--- src/rtl/vx_gather_merge_unit_pkg.sv ---
// vx_gather_merge_unit_pkg: shared sizes, accumulator record and FSM states for the gather-merge unit.
package vx_gather_merge_unit_pkg;

    localparam int NUM_THREADS   = 8;
    localparam int ISSUE_WIDTH   = 2;
    localparam int NUM_WARPS     = 4;
    localparam int ISSUE_ISW_W   = (ISSUE_WIDTH > 1) ? $clog2(ISSUE_WIDTH) : 1;
    localparam int NW_W          = $clog2(NUM_WARPS);
    localparam int UUID_W        = 16;
    localparam int PC_W          = 32;
    localparam int RD_W          = 5;
    localparam int XLEN          = 32;
    localparam int PERF_CTR_BITS = 8;

    typedef enum logic [1:0] {IDLE, ACCUM, FULL} gather_state_t;

    typedef struct packed {
        logic [UUID_W-1:0]                uuid;
        logic [NW_W-1:0]                  wid;
        logic [NUM_THREADS-1:0]           tmask;
        logic [PC_W-1:0]                  pc;
        logic                             wb;
        logic [RD_W-1:0]                  rd;
        logic [NUM_THREADS-1:0][XLEN-1:0] data;
        logic                             tensor;
    } gather_accum_t;

    // Packets per warp is NUM_THREADS / lanes; zero bits means every packet is a whole warp.
    function automatic int pid_bits(int lanes);
        return $clog2(NUM_THREADS / lanes);
    endfunction

endpackage

--- src/rtl/vx_gather_merge_unit_accum.sv ---
// vx_gather_merge_unit_accum: per-slot IDLE/ACCUM/FULL FSM that merges partial-warp packets
// into one full-warp commit record.
module vx_gather_merge_unit_accum
    import vx_gather_merge_unit_pkg::*;
#(
    parameter int NUM_LANES = 1,
    parameter int PID_W     = 1
) (
    input  logic                             clk,
    input  logic                             reset,
    input  logic                             pkt_valid,
    output logic                             pkt_ready,
    input  logic [UUID_W-1:0]                pkt_uuid,
    input  logic [NW_W-1:0]                  pkt_wid,
    input  logic [NUM_LANES-1:0]             pkt_tmask,
    input  logic [PC_W-1:0]                  pkt_pc,
    input  logic                             pkt_wb,
    input  logic [RD_W-1:0]                  pkt_rd,
    input  logic [NUM_LANES-1:0][XLEN-1:0]   pkt_data,
    input  logic                             pkt_tensor,
    input  logic [PID_W-1:0]                 pkt_pid,
    input  logic                             pkt_sop,
    input  logic                             pkt_eop,
    output logic                             merged_valid,
    input  logic                             merged_ready,
    output gather_accum_t                    merged
);

    localparam int PID_BITS = pid_bits(NUM_LANES);

    gather_state_t state, state_n;
    gather_accum_t acc, acc_n;
    logic is_sop, is_eop, take, restart;

    always_comb begin
        is_sop    = (PID_BITS == 0) || pkt_sop;
        is_eop    = (PID_BITS == 0) || pkt_eop;
        pkt_ready = (state == FULL) ? merged_ready : 1'b1;
        take      = pkt_valid && pkt_ready;
        // A FULL-state acceptance implies the pending commit fires, so it restarts like IDLE.
        restart   = take && ((state != ACCUM) || is_sop);
        state_n   = take ? (is_eop ? FULL : ACCUM)
                  : ((state == FULL) && merged_ready) ? IDLE : state;
        acc_n     = acc;
        if (restart) begin
            acc_n.uuid   = pkt_uuid;
            acc_n.wid    = pkt_wid;
            acc_n.pc     = pkt_pc;
            acc_n.wb     = pkt_wb;
            acc_n.rd     = pkt_rd;
            acc_n.tensor = pkt_tensor;
            acc_n.tmask  = '0;
        end
        for (int t = 0; t < NUM_THREADS; t++) begin
            if (take && ((PID_BITS == 0) || (t / NUM_LANES == int'(pkt_pid)))) begin
                acc_n.tmask[t] = pkt_tmask[t % NUM_LANES];
                acc_n.data[t]  = pkt_data[t % NUM_LANES];
            end
        end
    end

    always_ff @(posedge clk) begin
        acc <= acc_n;
        if (reset) begin
            state     <= IDLE;
            acc.tmask <= '0;
        end else begin
            state <= state_n;
        end
    end

    always_ff @(posedge clk) begin
        if (!reset && take) begin
            assert (state == ACCUM ? !is_sop : is_sop);
            assert (state != ACCUM || is_sop || pkt_wid == acc.wid);
        end
    end

    assign merged_valid = (state == FULL);
    assign merged       = acc;

endmodule

--- src/rtl/vx_gather_merge_unit.sv ---
// vx_gather_merge_unit: routes partial-warp commits to issue slots and merges them into full-warp
// commits; optional per-slot stall counters when GATHER_PERF_EN is defined.
module vx_gather_merge_unit
    import vx_gather_merge_unit_pkg::*;
#(
    parameter int  BLOCK_SIZE = 1,
    parameter int  NUM_LANES  = 1,
    parameter int  OUT_REG    = 0,
    localparam int PID_BITS   = pid_bits(NUM_LANES),
    localparam int PID_W      = (PID_BITS > 0) ? PID_BITS : 1
) (
    input  logic                                             clk,
    input  logic                                             reset,
    input  logic [BLOCK_SIZE-1:0]                            commit_in_valid,
    output logic [BLOCK_SIZE-1:0]                            commit_in_ready,
    input  logic [BLOCK_SIZE-1:0][UUID_W-1:0]                commit_in_uuid,
    input  logic [BLOCK_SIZE-1:0][NW_W-1:0]                  commit_in_wid,
    input  logic [BLOCK_SIZE-1:0][NUM_LANES-1:0]             commit_in_tmask,
    input  logic [BLOCK_SIZE-1:0][PC_W-1:0]                  commit_in_pc,
    input  logic [BLOCK_SIZE-1:0]                            commit_in_wb,
    input  logic [BLOCK_SIZE-1:0][RD_W-1:0]                  commit_in_rd,
    input  logic [BLOCK_SIZE-1:0][NUM_LANES-1:0][XLEN-1:0]   commit_in_data,
    input  logic [BLOCK_SIZE-1:0]                            commit_in_tensor,
    input  logic [BLOCK_SIZE-1:0][PID_W-1:0]                 commit_in_pid,
    input  logic [BLOCK_SIZE-1:0]                            commit_in_sop,
    input  logic [BLOCK_SIZE-1:0]                            commit_in_eop,
`ifdef GATHER_PERF_EN
    output logic [ISSUE_WIDTH-1:0][PERF_CTR_BITS-1:0]        perf_stalls,
`endif
    output logic [ISSUE_WIDTH-1:0]                           commit_out_valid,
    input  logic [ISSUE_WIDTH-1:0]                           commit_out_ready,
    output gather_accum_t [ISSUE_WIDTH-1:0]                  commit_out_data,
    output logic [ISSUE_WIDTH-1:0]                           commit_out_pid,
    output logic [ISSUE_WIDTH-1:0]                           commit_out_sop,
    output logic [ISSUE_WIDTH-1:0]                           commit_out_eop
);

    localparam int BLOCK_SIZE_W = $clog2(BLOCK_SIZE);

    logic [ISSUE_WIDTH-1:0] sel, slot_valid, slot_ready, acc_valid, acc_ready;
    gather_accum_t [ISSUE_WIDTH-1:0] acc_data;

    // Slot s takes input s % BLOCK_SIZE; with fewer inputs than slots the warp id picks the upper slot bits.
    always_comb begin
        commit_in_ready = '0;
        for (int s = 0; s < ISSUE_WIDTH; s++) begin
            sel[s] = (BLOCK_SIZE == ISSUE_WIDTH)
                  || (((int'(commit_in_wid[s % BLOCK_SIZE]) >> BLOCK_SIZE_W) % (ISSUE_WIDTH / BLOCK_SIZE)) == s / BLOCK_SIZE);
            slot_valid[s] = commit_in_valid[s % BLOCK_SIZE] && sel[s];
            if (sel[s])
                commit_in_ready[s % BLOCK_SIZE] = slot_ready[s];
        end
    end

    assign commit_out_pid = '0;
    assign commit_out_sop = '1;
    assign commit_out_eop = '1;

    for (genvar s = 0; s < ISSUE_WIDTH; s++) begin : g_slot
        localparam int SRC = s % BLOCK_SIZE;

        vx_gather_merge_unit_accum #(
            .NUM_LANES (NUM_LANES),
            .PID_W     (PID_W)
        ) u_accum (
            .clk          (clk),
            .reset        (reset),
            .pkt_valid    (slot_valid[s]),
            .pkt_ready    (slot_ready[s]),
            .pkt_uuid     (commit_in_uuid[SRC]),
            .pkt_wid      (commit_in_wid[SRC]),
            .pkt_tmask    (commit_in_tmask[SRC]),
            .pkt_pc       (commit_in_pc[SRC]),
            .pkt_wb       (commit_in_wb[SRC]),
            .pkt_rd       (commit_in_rd[SRC]),
            .pkt_data     (commit_in_data[SRC]),
            .pkt_tensor   (commit_in_tensor[SRC]),
            .pkt_pid      (commit_in_pid[SRC]),
            .pkt_sop      (commit_in_sop[SRC]),
            .pkt_eop      (commit_in_eop[SRC]),
            .merged_valid (acc_valid[s]),
            .merged_ready (acc_ready[s]),
            .merged       (acc_data[s])
        );

        if (OUT_REG == 0) begin : g_bypass
            assign commit_out_valid[s] = acc_valid[s];
            assign commit_out_data[s]  = acc_data[s];
            assign acc_ready[s]        = commit_out_ready[s];
        end else begin : g_pipe
            logic          eb_valid;
            gather_accum_t eb_data;
            assign acc_ready[s] = !eb_valid || commit_out_ready[s];
            always_ff @(posedge clk) begin
                if (reset)
                    eb_valid <= 1'b0;
                else if (acc_ready[s])
                    eb_valid <= acc_valid[s];
                if (acc_ready[s] && acc_valid[s])
                    eb_data <= acc_data[s];
            end
            assign commit_out_valid[s] = eb_valid;
            assign commit_out_data[s]  = eb_data;
        end

`ifdef GATHER_PERF_EN
        always_ff @(posedge clk) begin
            if (reset)
                perf_stalls[s] <= '0;
            else if (acc_valid[s] && !acc_ready[s])
                perf_stalls[s] <= perf_stalls[s] + PERF_CTR_BITS'(1);
        end
`endif
    end

endmodule
--- config.mk ---
export PLATFORM = sky130hd
export DESIGN_NAME = vx_gather_merge_unit
export DESIGN_NICKNAME = d
export VERILOG_FILES = /design/src/rtl/vx_gather_merge_unit_pkg.sv /design/src/rtl/vx_gather_merge_unit_accum.sv /design/src/rtl/vx_gather_merge_unit.sv
export SDC_FILE = /design/constraint.sdc
export NUM_CORES = 1
export LEC_CHECK = 0
export BUFFER_PORTS_ARGS = -buffer_cell sky130_fd_sc_hd__buf_4
export CORE_AREA = 2 2 292 294
export CTS_CLUSTER_SIZE = 25
export DETAILED_ROUTE_END_ITERATION = 7
export DIE_AREA = 0 0 294 296
export PLACE_DENSITY = 0.55
export SYNTH_ARGS = -nofsm -noshare
export SYNTH_HDL_FRONTEND = slang
export SYNTH_HIERARCHICAL = 1
export SYNTH_SLANG_ARGS = --single-unit
--- constraint.sdc ---
create_clock -name clk -period 14.6 [get_ports clk]
set_input_delay 2.92 -clock clk [delete_from_list [all_inputs] [get_ports clk]]
set_output_delay 2.92 -clock clk [all_outputs]
set_load 0.1 [all_outputs]
======== After elaboration in Yosys (flattened, before gate mapping) ========
Cells that the tools add are included.
word-level totals
  word-level logic and storage cells ...... 130
  bits in registers ....................... 646
  bits of input ports ..................... 100
  output and inout port bits .............. 651
operators by class
  muxes and demuxes ....................... 27
  equality and inequality tests ........... 11
  reduce and logical (&&, ||, !) cells .... 46
operators with widths
  operator            count
  $mux 46             2
  $reduce_bool 2->1   18
  $logic_not 32->1    1
  $logic_and 1x1->1   24
  $mux 1              20
  $eq 3x3->1 const A  4
  $mux 2              5
  $eq 2x3->1 const A  2
  $eq 2x2->1 const B  2
  $ne 2x1->1 const B  2
  $eq 1x3->1 const A  1
  $logic_not 3->1     1
  $logic_or 1x1->1    2

======== Depth between registers and ports, before layout ========
Gate-level depths: netlist of the first run.
  depth after elaboration ................. 6
  mapped depth ............................ 6
  mapped depth without buffers ............ 4

======== By module ========
The synthesis of the first run kept the hierarchy.
modules (own cells, without submodules)
  module                                          area each (µm²)  cells each  instances
  vx_gather_merge_unit_accum (g_slot[0].u_accum)  9962.1           374         1
  vx_gather_merge_unit_accum (g_slot[1].u_accum)  9952.0           374         1
  vx_gather_merge_unit                            83.8             11          1

======== Least setup slack after synthesis of the first run ========
Ideal clock, no wire load.
  kind .................................... input-to-reg
  from .................................... input commit_in_wid[0] in the netlist's numbering
  to ...................................... register g_slot[0].u_accum.acc, in the netlist g_slot[0].u_accum/merged[129], enable pin
  stages .................................. 5
  library setup time ...................... 507 ps
  arrival ................................. 6682 ps
  required time ........................... 14093 ps
  slack ................................... 7411 ps
  path through ............................ and2b_2 -> buf_2 -> nand2b_1 -> clkbuf_1 -> nor4_1
between the ends
  cells in the longest elaborated chain, start to end .. 4
ends and longest elaborated chain
  what                  line                              text
  start, declared       vx_gather_merge_unit.sv:17        input logic [BLOCK_SIZE-1:0][NW_W-1:0] commit_in_wid,
  $logic_not 32->1      vx_gather_merge_unit.sv:48        || (((int'(commit_in_wid[s % BLOCK_SIZE]) >> BLOCK_SIZE_W) % (ISSUE_WIDTH / BLOCK_SIZE)) == s / BLOCK_SIZE);
  $logic_and 1x1->1     vx_gather_merge_unit.sv:49        slot_valid[s] = commit_in_valid[s % BLOCK_SIZE] && sel[s];
  $logic_and 1x1->1     vx_gather_merge_unit_accum.sv:39  take = pkt_valid && pkt_ready;
  $logic_and 1x1->1     vx_gather_merge_unit_accum.sv:55  if (take && ((PID_BITS == 0) || (t / NUM_LANES == int'(pkt_pid)))) begin
  end signal, assigned  vx_gather_merge_unit_accum.sv:63  acc <= acc_n;
  end, declared         vx_gather_merge_unit_accum.sv:32  gather_accum_t acc, acc_n;
Every way passes these cells.
A chain may end at the register's enable or synchronous reset.

======== Worst setup path in the final report of the first run ========
  from .................................... input commit_out_ready[1]
  to ...................................... output commit_in_ready
between the ends
  cells in the longest elaborated chain, start to end .. 2
ends and longest elaborated chain
  what               line                              text
  start, declared    vx_gather_merge_unit.sv:31        input logic [ISSUE_WIDTH-1:0] commit_out_ready,
  $mux 1             vx_gather_merge_unit_accum.sv:38  pkt_ready = (state == FULL) ? merged_ready : 1'b1;
  net slot_ready[1]  vx_gather_merge_unit.sv:40        logic [ISSUE_WIDTH-1:0] sel, slot_valid, slot_ready, acc_valid, acc_ready;
  $mux 1             vx_gather_merge_unit.sv:50        if (sel[s])
  end, declared      vx_gather_merge_unit.sv:15        output logic [BLOCK_SIZE-1:0] commit_in_ready,
The timed path passes the listed nets, and every way through them passes these cells.

==> results.md, run 1 <==
- Min Clock Period, post-route: 7550 ps
- DR iter-0 viols: 660
- Worst Hold Class: flip-flop to flip-flop
- Worst-Margin Slew: 1150 ps
- Hold_buf cts: 0
- Post-synth cell types: 36
- Pre-antenna DRT Iters: 5
- Switching power: 0.00109 W
- TNS Setup: 0 ps
- Core ar.: 84200 sq um
- EDFF count, synth: 626
- Synthesized area: 20000 sq um
- Final wirelength: 65600 um
- Remaining antenna violation count: 0
- CP Max Fanout: 17
- # DRC: 0
- Crit path arrival time: 4630 ps
- Critical Path Source Type: input port
- Synthesized area per cell: 26.3 sq um
- Via count: 11100
- Clock power frac: 42.4%
- Die Ht: 296 um
- Global-route wire length before repair: 87000 um
- Synth-to-Final Area Change: 47.6%
- Rel. slew slack: 22.8%
- Share of layout cells above drive strength 1: 54.6%
- CTS tree: built
- Clk sinks: 646
- CTS Buf Count: 72
- H-tree lvl count: 3
- Placer congestion estimate: 0.891
- GRT Resource Usage Total: 14.2%
- Maxcap violations: 0
- Synth area leaders: edfxtp_1 (94%), dfxtp_1 (2.0%), o41ai_1 (0.57%), o2bb2ai_1 (0.39%), buf_4 (0.26%)
- Setup WS pre-CTS: 7050 ps
- Cell Rows: 107
- Die area: 87000 sq um
- Final setup fails: 0
- Largest net degree at the start of global routing: 58
- Slew Viols, Final: 0
- Sequential power share: 48.7%
- PostCTS Resize Cnt: 0
- Peak supply drop: 0.0000794 V
- Status: finished clean
- Synth warn: 6
- Drt via density: 4.04
- Final #Nets: 1687
- Setup CP Type: input port to output pin
- Clock Skew: 27.0 ps
- Detailed Place HPWL: 45400 um
- WL/cell: 23.9 um
- PortBufs: 744
- Power per cell area: 145 nW/um^2
- Grt ovf: 0
- Crit-path cells: buf_4 -> nor3b_2 -> inv_2 -> mux2_4 -> buf_4
- Comb power frac: 9.0%
- Family with the most delay on the worst path: simple AND/OR/NAND/NOR gates
- Int Pwr: 0.00320 W
- Seq/Total Area, Yosys: 96.0%
- Asr flop ratio synth: 0%
- Post-Synthesis Cells: 759
- Initial antenna violation count: 1
- WP buf/inv: 3
- Root cell of the clock tree: clkbuf_16
- Final period util: 51.7%
- Seq cells post-synth: 646
- Setup bufs post-CTS: 0
- Unrepaired setup endpoints after global routing: false
- Leak Pwr: 10.9 nW
- Slowest cell on the critical path: nor3b_2
- Die X: 294 um
- Vias in the first global route: 11300
- Top cell by count, worst path: buf_4
- Initial cell density of the core: 23.7%
- Slowest stage delay, CP: 910 ps
- Sw Ratio: 25.4%
- # IOs: 751
- Critical path data required time: 11680 ps
- Fmax: 132 MHz
- Clk_lat worst skew: 610 ps
- Largest buffer count on any clock path: 3
- CP Capture Type: output pin
- Area leader, netlist: edfxtp_1
- Fin. Hold Viols: 0
- Area share of the leading cell type in the synthesized netlist: 94.0%
- Clock transition at the registers of the reported paths: 60 ps
- Final worst slack: 7050 ps
- Top_reg_cell synth: edfxtp_1
==> tightest hold or removal path, stage by stage (launching register included) <==
cell       delay [ps]
dfxtp_1           330
o41ai_1            70
o2bb2ai_1          70
==> state kept, by name (all words and copies together) (netlist names) <==
name / flops
g_slot.u_accum/state: 4
g_slot.u_accum/merged: 642
==> stage by stage <==
stage | cells | util, % | power, W | area (sq um) | hold WS [ps]
2_1_floorplan | 763 | - | 0.00239 | 20000 | 499
5_1_grt | 2736 | 35.0 | 0.00442 | 29500 | 525
6_report | 2738 | 35.0 | 0.00429 | 29500 | 518
3_5_place_dp | 2603 | 32.2 | 0.00251 | 27100 | 495
4_1_cts | 2736 | 35.0 | 0.00434 | 29500 | 515
3_3_place_gp | 2603 | 32.2 | 0.00251 | 27100 | 485
==> Yosys cell counts, drive strengths merged (3+ instances only) <==
cell type,number
or4,5
clkbuf,4
nor2,4
nor2b,3
inv,11
nor4,8
o2bb2ai,9
nand2b,5
edfxtp,626
buf,12
o22ai,5
dfxtp,20
o41ai,13
nand2,3
==> cells by family (layout without fill, tap and decap cells) <==
group,Yosys count,after routing,synth area share (%)
other,2,8,0.0376
muxes,3,3,0.175
AOI/OAI and AO/OA,40,40,1.74
and+or+nand+nor,41,41,1.38
DFF,646,646,96.0
buffers and inverters,27,910,0.669
==> cell type report <==
cell class	count	area, sq um
diodes	2	5.00
clock buffers	89	1890
clock inverters	44	509
fillers	7898	54700
inverters	11	41.3
multi-input cells	90	753
flip-flops and latches	646	19200
well taps	1090	1360
repair buffers	766	5750
==> power by group through the flow <==
stage               clock network (W)  logic (W)  registers, W
CTS                           0.00186   0.000387       0.00209
finish                        0.00182   0.000385       0.00209
global route                  0.00194   0.000393       0.00209
floorplan                           0  0.0000317       0.00236
detailed placement                  0   0.000387       0.00213
global placement                    0   0.000384       0.00212
==> worst paths after layout <==
check                           startpoint                             to  slack [ps]  cells past startpoint
max                    commit_out_ready[1]                commit_in_ready        7050                      5
min reg2reg  g_slot[0].u_accum/merged[295]  g_slot[0].u_accum/merged[295]         520                      2
max reg2reg     g_slot[1].u_accum/state[1]   g_slot[1].u_accum/merged[68]       12100                      4
min          g_slot[0].u_accum/merged[295]  g_slot[0].u_accum/merged[295]         520                      2
==> routing by layer <==
| metal | GRT usage (%) | vias to the layer above | share of wire [%] |
|---|---|---|---|
| met2 | 23.7 | 556 | 50 |
| met3 | 4.47 | 103 | 8.2 |
| met1 | 17.1 | 5641 | 39 |
| met4 | 5.26 | 0 | 2.9 |
| li1 | - | 4756 | - |
| met5 | 0 | - | 0 |
==> placed cells by master (no fill, tap or decap), types with 3 or more instances in the layout <==
cell | netlist | routed
buf_4 | 7 | 766
bufinv_16 | 0 | 7
clkbuf_1 | 4 | 16
clkbuf_16 | 0 | 73
clkinv_1 | 0 | 14
clkinv_2 | 0 | 7
clkinvlp_4 | 0 | 5
conb_1 | 2 | 6
dfxtp_1 | 20 | 20
edfxtp_1 | 626 | 626
inv_1 | 9 | 4
inv_2 | 2 | 7
nand2_1 | 3 | 3
nand2b_1 | 5 | 5
nor2b_1 | 3 | 3
nor4_2 | 0 | 8
o22ai_1 | 5 | 5
o2bb2ai_1 | 9 | 9
o41ai_1 | 13 | 13
or4_1 | 5 | 5
No activity file was read; power rests on OpenSTA's default activity.
==> run 2: changes to the inputs <==
CORE_AREA = 2 2 290 292   (was 2 2 292 294)
DIE_AREA = 0 0 292 294   (was 0 0 294 296)
PLACE_DENSITY = 0.57   (was 0.55)
clock period = 6.72 ns   (was 14.6 ns; I/O delays follow)
==> run 2 against run 1 <==
Setup slack worse by 4700 ps. Final area shrank 0.36%. Die area down 1.4%. Count of clock-buffer cells in the layout fell by 5. Routed wire length rose by 1.5%. Hold slack worse by 7.5 ps. Global-route usage is 0.53 points higher. Cell count shrank 0.55%.
==> results.md, run 2 (synthesis results as in run 1) <==
- Min Clock Period, post-route: 4370 ps
- WL/cell: 24.4 um (+2.1%)
- Maxcap violations: 0 (unchanged)
- Die area: 85800 sq um (-1.4%)
- Largest net degree at the start of global routing: 58 (unchanged)
- Via count: 11300 (+1.8%)
- CTS Buf Count: 70 (-2.8%)
- Clock transition at the registers of the reported paths: 60 ps (about the same)
- Max reg flops: 642 (unchanged)
- Critical path data required time: 5380 ps (-6300 ps)
- Final setup fails: 0 (unchanged)
- Final wirelength: 66500 um (+1.5%)
- Largest buffer count on any clock path: 3 (unchanged)
- Final period util: 65.1%
- Crit path arrival time: 3030 ps (-1600 ps)
- Power per cell area: 313 nW/um^2 (+120%)
- Detailed Place HPWL: 45500 um (+0.31%)
- GRT Resource Usage Total: 14.7% (+0.53 points)
- Worst Hold Class: flip-flop to flip-flop
- Setup bufs post-CTS: 0 (unchanged)
- Fin. Hold Viols: 0 (unchanged)
- Initial cell density of the core: 24.1% (+0.38 points)
- Fmax: 229 MHz
- Global-route wire length before repair: 88700 um (+1.9%)
- # DRC: 0 (unchanged)
- Remaining antenna violation count: 0 (unchanged)
- Met3 GRT Util: 4.83% (+0.36 points)
- Synth-to-Final Area Change: 47.0%
- Status: finished clean
- Unrepaired setup endpoints after global routing: false
- Hold_buf cts: 0 (unchanged)
- TNS Setup: 0 ps (unchanged)
- CTS tree: built
- Clk sinks: 646 (unchanged)
- H-tree lvl count: 3 (unchanged)
- Worst-Margin Slew: 1180 ps (+31.6 ps)
- Setup CP Type: input port to output pin
- Drt via density: 4.13 (+2.4%)
- CP Capture Type: output pin
- Setup WS pre-CTS: 2390 ps (-4660 ps)
- DR iter-0 viols: 801 (+21%)
- # IOs: 751 (unchanged)
- Clk_lat worst skew: 590 ps (-20 ps)
- Pre-antenna DRT Iters: 5 (unchanged)
- HP Start: g_slot[0].u_accum/merged[302]
- Die Ht: 294 um (-0.68%)
- PortBufs: 744 (unchanged)
- Most common cell after layout, fill and taps aside: buf_4
- Gr busiest metal: met2
- Leak Pwr: 10.9 nW (-0.30%)
- Beginning of the critical path: commit_out_ready[1]
- PostCTS Resize Cnt: 0 (unchanged)
- Initial antenna violation count: 1 (unchanged)
- Grt ovf: 0 (unchanged)
- Commonest non-fill, non-tap cells in the layout: buf_4 (767), edfxtp_1 (626), clkbuf_16 (72)
- Met2 Usage GRT: 24.8% (+1.0 points)
- Root cell of the clock tree: clkbuf_16
- Rel. slew slack: 20.9% (-1.9 points)
- Critical Path Source Type: input port
- Cell Rows: 106 (-0.93%)
- Met1 capacity usage during global routing: 17.7% (+0.62 points)
- Final #Nets: 1686 (-0.059%)
- Core ar.: 82900 sq um (-1.6%)
- Die X: 292 um (-0.68%)
- Clock Skew: 15.4 ps (-11.6 ps)
- R2R Path Start: g_slot[0].u_accum/state[0]
- Final worst slack: 2350 ps (-4700 ps)
- CP Max Fanout: 17 (unchanged)
- Slew Viols, Final: 0 (unchanged)
- Vias in the first global route: 11400 (+0.93%)
- Share of layout cells above drive strength 1: 54.4% (-0.25 points)
- Placer congestion estimate: 0.855 (-4.0%)
- Peak supply drop: 0.000215 V (+170%)
-- run 2: cell types whose count changed in the layout (fill, tap and decap cells not counted), sizes merged --
| cell | before | now |
|---|---|---|
| buf | 766 | 767 |
| clkbuf | 89 | 84 |
| diode | 2 | 4 |
| inv | 17 | 14 |
| clkinvlp | 5 | 1 |
| clkinv | 26 | 30 |
-- run 2: power by group --
group	internal (W)	switching, W	total [W]
logic	0.000136	0.000703	0.000839
clock network	0.00225	0.00158	0.00383
registers	0.00451	0.0000251	0.00453
-- run 2: layer usage --
metal | vias to the layer above | part of all wire [%]
met5 | - | 0
met4 | 0 | 2.5
met3 | 100 | 8.9
met2 | 632 | 50
met1 | 5766 | 39
li1 | 4760 | -
-- run 2: area by class of cell --
class	count	area [sq um]
fill	7748	53500
tap	1080	1350
antenna	4	10.0
timing repair buffer	767	5760
clock buffer	84	1850
multi-input combinational	90	753
sequential	646	19200
clock inverter	41	443
inverter	11	41.3
-- run 2: worst max-delay path, cell delays in order --
cell	delay, ps
buf_4	120
nor3b_2	910
inv_2	110
mux2_4	300
buf_4	230
-- run 2: metrics by stage --
stage	area (sq um)	hold WS, ps	cells	util, %	power [W]
after floorplan	20000	499	763	-	0.00520
after global placement	27100	489	2594	32.7	0.00545
after detailed placement	27100	495	2594	32.7	0.00546
after CTS	29400	505	2719	35.5	0.00930
after global routing	29400	523	2719	35.5	0.00948
final	29400	510	2723	35.5	0.00920
-- run 2: worst paths after layout --
path                                                 endpoint  slack, ps  depth (start not counted)
worst min-delay path            g_slot[0].u_accum/merged[302]        510                          2
worst max-delay path                          commit_in_ready       2350                          5
worst max register to register   g_slot[0].u_accum/merged[53]       4240                          3
worst min register to register  g_slot[0].u_accum/merged[302]        510                          2
==> run 3: changes to the inputs <==
CORE_AREA = 2 2 292 294   (was 2 2 290 292)
DIE_AREA = 0 0 294 296   (was 0 0 292 294)
PLACE_DENSITY = 0.55   (was 0.57)
clock period = 4.1 ns   (was 6.72 ns; I/O delays follow)
==> run 3 against run 2 <==
Combinational power up 64%. Cell count is 0.40% higher. Final area grew 0.53%. Clock power rose by 66%. Highest routed layer unchanged. Largest power group unchanged. Core utilization decreased by 0.37 points. Critical endpoint unchanged.
==> results.md, run 3 (synthesis results as in run 1) <==
- Die Ht: 296 um (+0.68%)
- Most common cell after layout, fill and taps aside: buf_4
- Rel. slew slack: 52.1% (+31 points)
- PortBufs: 744 (unchanged)
- Pre-antenna DRT Iters: 5 (unchanged)
- WL/cell: 24.6 um (+0.80%)
- Clk_lat worst skew: 620 ps (+30 ps)
- Setup bufs post-CTS: 0 (unchanged)
- Hold_buf cts: 0 (unchanged)
- Final setup fails: 0 (unchanged)
- Vias in the first global route: 11500 (+0.60%)
- Detailed Place HPWL: 46900 um (+3.1%)
- Switching power: 0.00383 W (+66%)
- Leak Pwr: 11.0 nW (+0.45%)
- Unrepaired setup endpoints after global routing: false
- Root cell of the clock tree: clkbuf_16
- Worst-Margin Slew: 718 ps (-466 ps)
- Slew Viols, Final: 0 (unchanged)
- Max reg flops: 642 (unchanged)
- Synth-to-Final Area Change: 47.8%
- Post-DP Area: 27200 sq um (+0.50%)
- CP Max Fanout: 12 (-5)
- Share of layout cells above drive strength 1: 54.8% (+0.42 points)
- Worst Hold Class: input port to flip-flop
- Via count: 11100 (-1.5%)
- Maxcap violations: 0 (unchanged)
- Slowest stage delay, CP: 560 ps (-350 ps)
- Sequential power share: 49.0% (-0.3 points)
- Drt via density: 4.05 (-1.9%)
- Placer congestion estimate: 0.812 (-5.0%)
- Grt ovf: 0 (unchanged)
- # fillers: 7909 (+2.1%)
- Clock power frac: 41.9% (+0.3 points)
- Largest buffer count on any clock path: 3 (unchanged)
- H-tree lvl count: 3 (unchanged)
- Clock Skew: 24.2 ps (+8.86 ps)
- Global-route wire length before repair: 88700 um (about the same)
- Clk sinks: 646 (unchanged)
- # IOs: 751 (unchanged)
- Fin area: 29600 sq um (+0.53%)
- WP buf/inv: 2 (-1)
- Power per cell area: 513 nW/um^2 (+64%)
- GRT Resource Usage Total: 14.6% (-0.090 points)
- Crit path arrival time: 2200 ps (-830 ps)
- Die X: 294 um (+0.68%)
- Final #Nets: 1689 (+0.18%)
- Sw Ratio: 25.2% (+0.14 points)
- # DRC: 0 (unchanged)
- Register area: 19200 sq um (unchanged)
- WHS: 387 ps (-123 ps)
- Fmax: 332 MHz
- CTS tree: built
- Core ar.: 84200 sq um (+1.6%)
- Initial antenna violation count: 5 (+4)
- Largest net degree at the start of global routing: 40 (-31%)
- Family with the most delay on the worst path: simple AND/OR/NAND/NOR gates
- Peak supply drop: 0.000308 V (+43%)
- Status: finished clean
- Crit-path cells: nor3b_4 -> inv_2 -> mux2_4 -> buf_4
- Fin util: 35.1% (-0.37 points)
- CTS Buf Count: 71 (+1.4%)
- Final wirelength: 67300 um (+1.2%)
- Remaining antenna violation count: 0 (unchanged)
- DR iter-0 viols: 680 (-15%)
- Critical path data required time: 3280 ps (-2100 ps)
- Setup CP Type: flip-flop to output pin
- Pwr Total: 0.0152 W (+65%)
- Critical Path Source Type: flip-flop
- Commonest non-fill, non-tap cells in the layout: buf_4 (765), edfxtp_1 (626), clkbuf_16 (71)
- Clock transition at the registers of the reported paths: 60 ps (about the same)
- CP Capture Type: output pin
- Slowest cell on the critical path: nor3b_4
- PostCTS Resize Cnt: 0 (unchanged)
- Cell Rows: 107 (+0.94%)
- Comb power frac: 9.1% (about the same)
- Multi-input logic area: 812 sq um (+7.8%)
- Int Pwr: 0.0113 W (+65%)
- Final period util: 73.6%
- Fin. Hold Viols: 0 (unchanged)
- Initial cell density of the core: 23.7% (-0.38 points)
- Die area: 87000 sq um (+1.4%)
- Min Clock Period, post-route: 3020 ps
## run 3: through the flow
stage               setup TNS, ps  instances  setup WS, ps
floorplan                  -55060        763          -839
global placement                0       2606          1050
detailed placement              0       2606          1000
CTS                             0       2731          1050
global route                    0       2732           933
finish                          0       2734          1080
## run 3: final cells by class
cell class	instances	share of cell area, %
antenna	3	0.0254
timing repair buffer	769	19.7
clock inverter	41	1.61
sequential	646	65.0
multi-input combinational	90	2.75
tap	1090	4.61
clock buffer	84	6.21
inverter	11	0.140
## run 3: worst reg2reg max path, delay by kind of cell (launching register included)
kind	cells	cell delay [ps]
buf+inv	3	980
flops	1	340
simple gates	2	710
## run 3: routing by layer
layer | up-vias | wire length [um] | track usage, % | part of all wire (%)
met4 | 0 | 2100 | 6.20 | 3.1
met2 | 548 | 33900 | 24.4 | 50
met3 | 116 | 5870 | 4.95 | 8.7
met1 | 5671 | 25500 | 17.1 | 38
met5 | - | 0 | 0 | 0
li1 | 4750 | - | - | -
## run 3: worst paths after layout
path                                   endpoint                     startpoint  cells after the start  slack (ps)
setup / recovery                commit_in_ready     g_slot[0].u_accum/state[1]                      4        1080
hold / removal    g_slot[1].u_accum/merged[261]                commit_in_rd[4]                      1         390
setup reg to reg  g_slot[1].u_accum/merged[102]     g_slot[1].u_accum/state[1]                      5        1760
hold reg to reg   g_slot[0].u_accum/merged[298]  g_slot[0].u_accum/merged[298]                      2         520
## run 3: power groups by stage
stage	combinational, W	sequential, W	clock [W]
after global routing	0.00141	0.00744	0.00678
final	0.00138	0.00743	0.00636
after floorplan	0.000115	0.00840	0
after detailed placement	0.00139	0.00757	0
after global placement	0.00138	0.00757	0
after CTS	0.00139	0.00743	0.00652
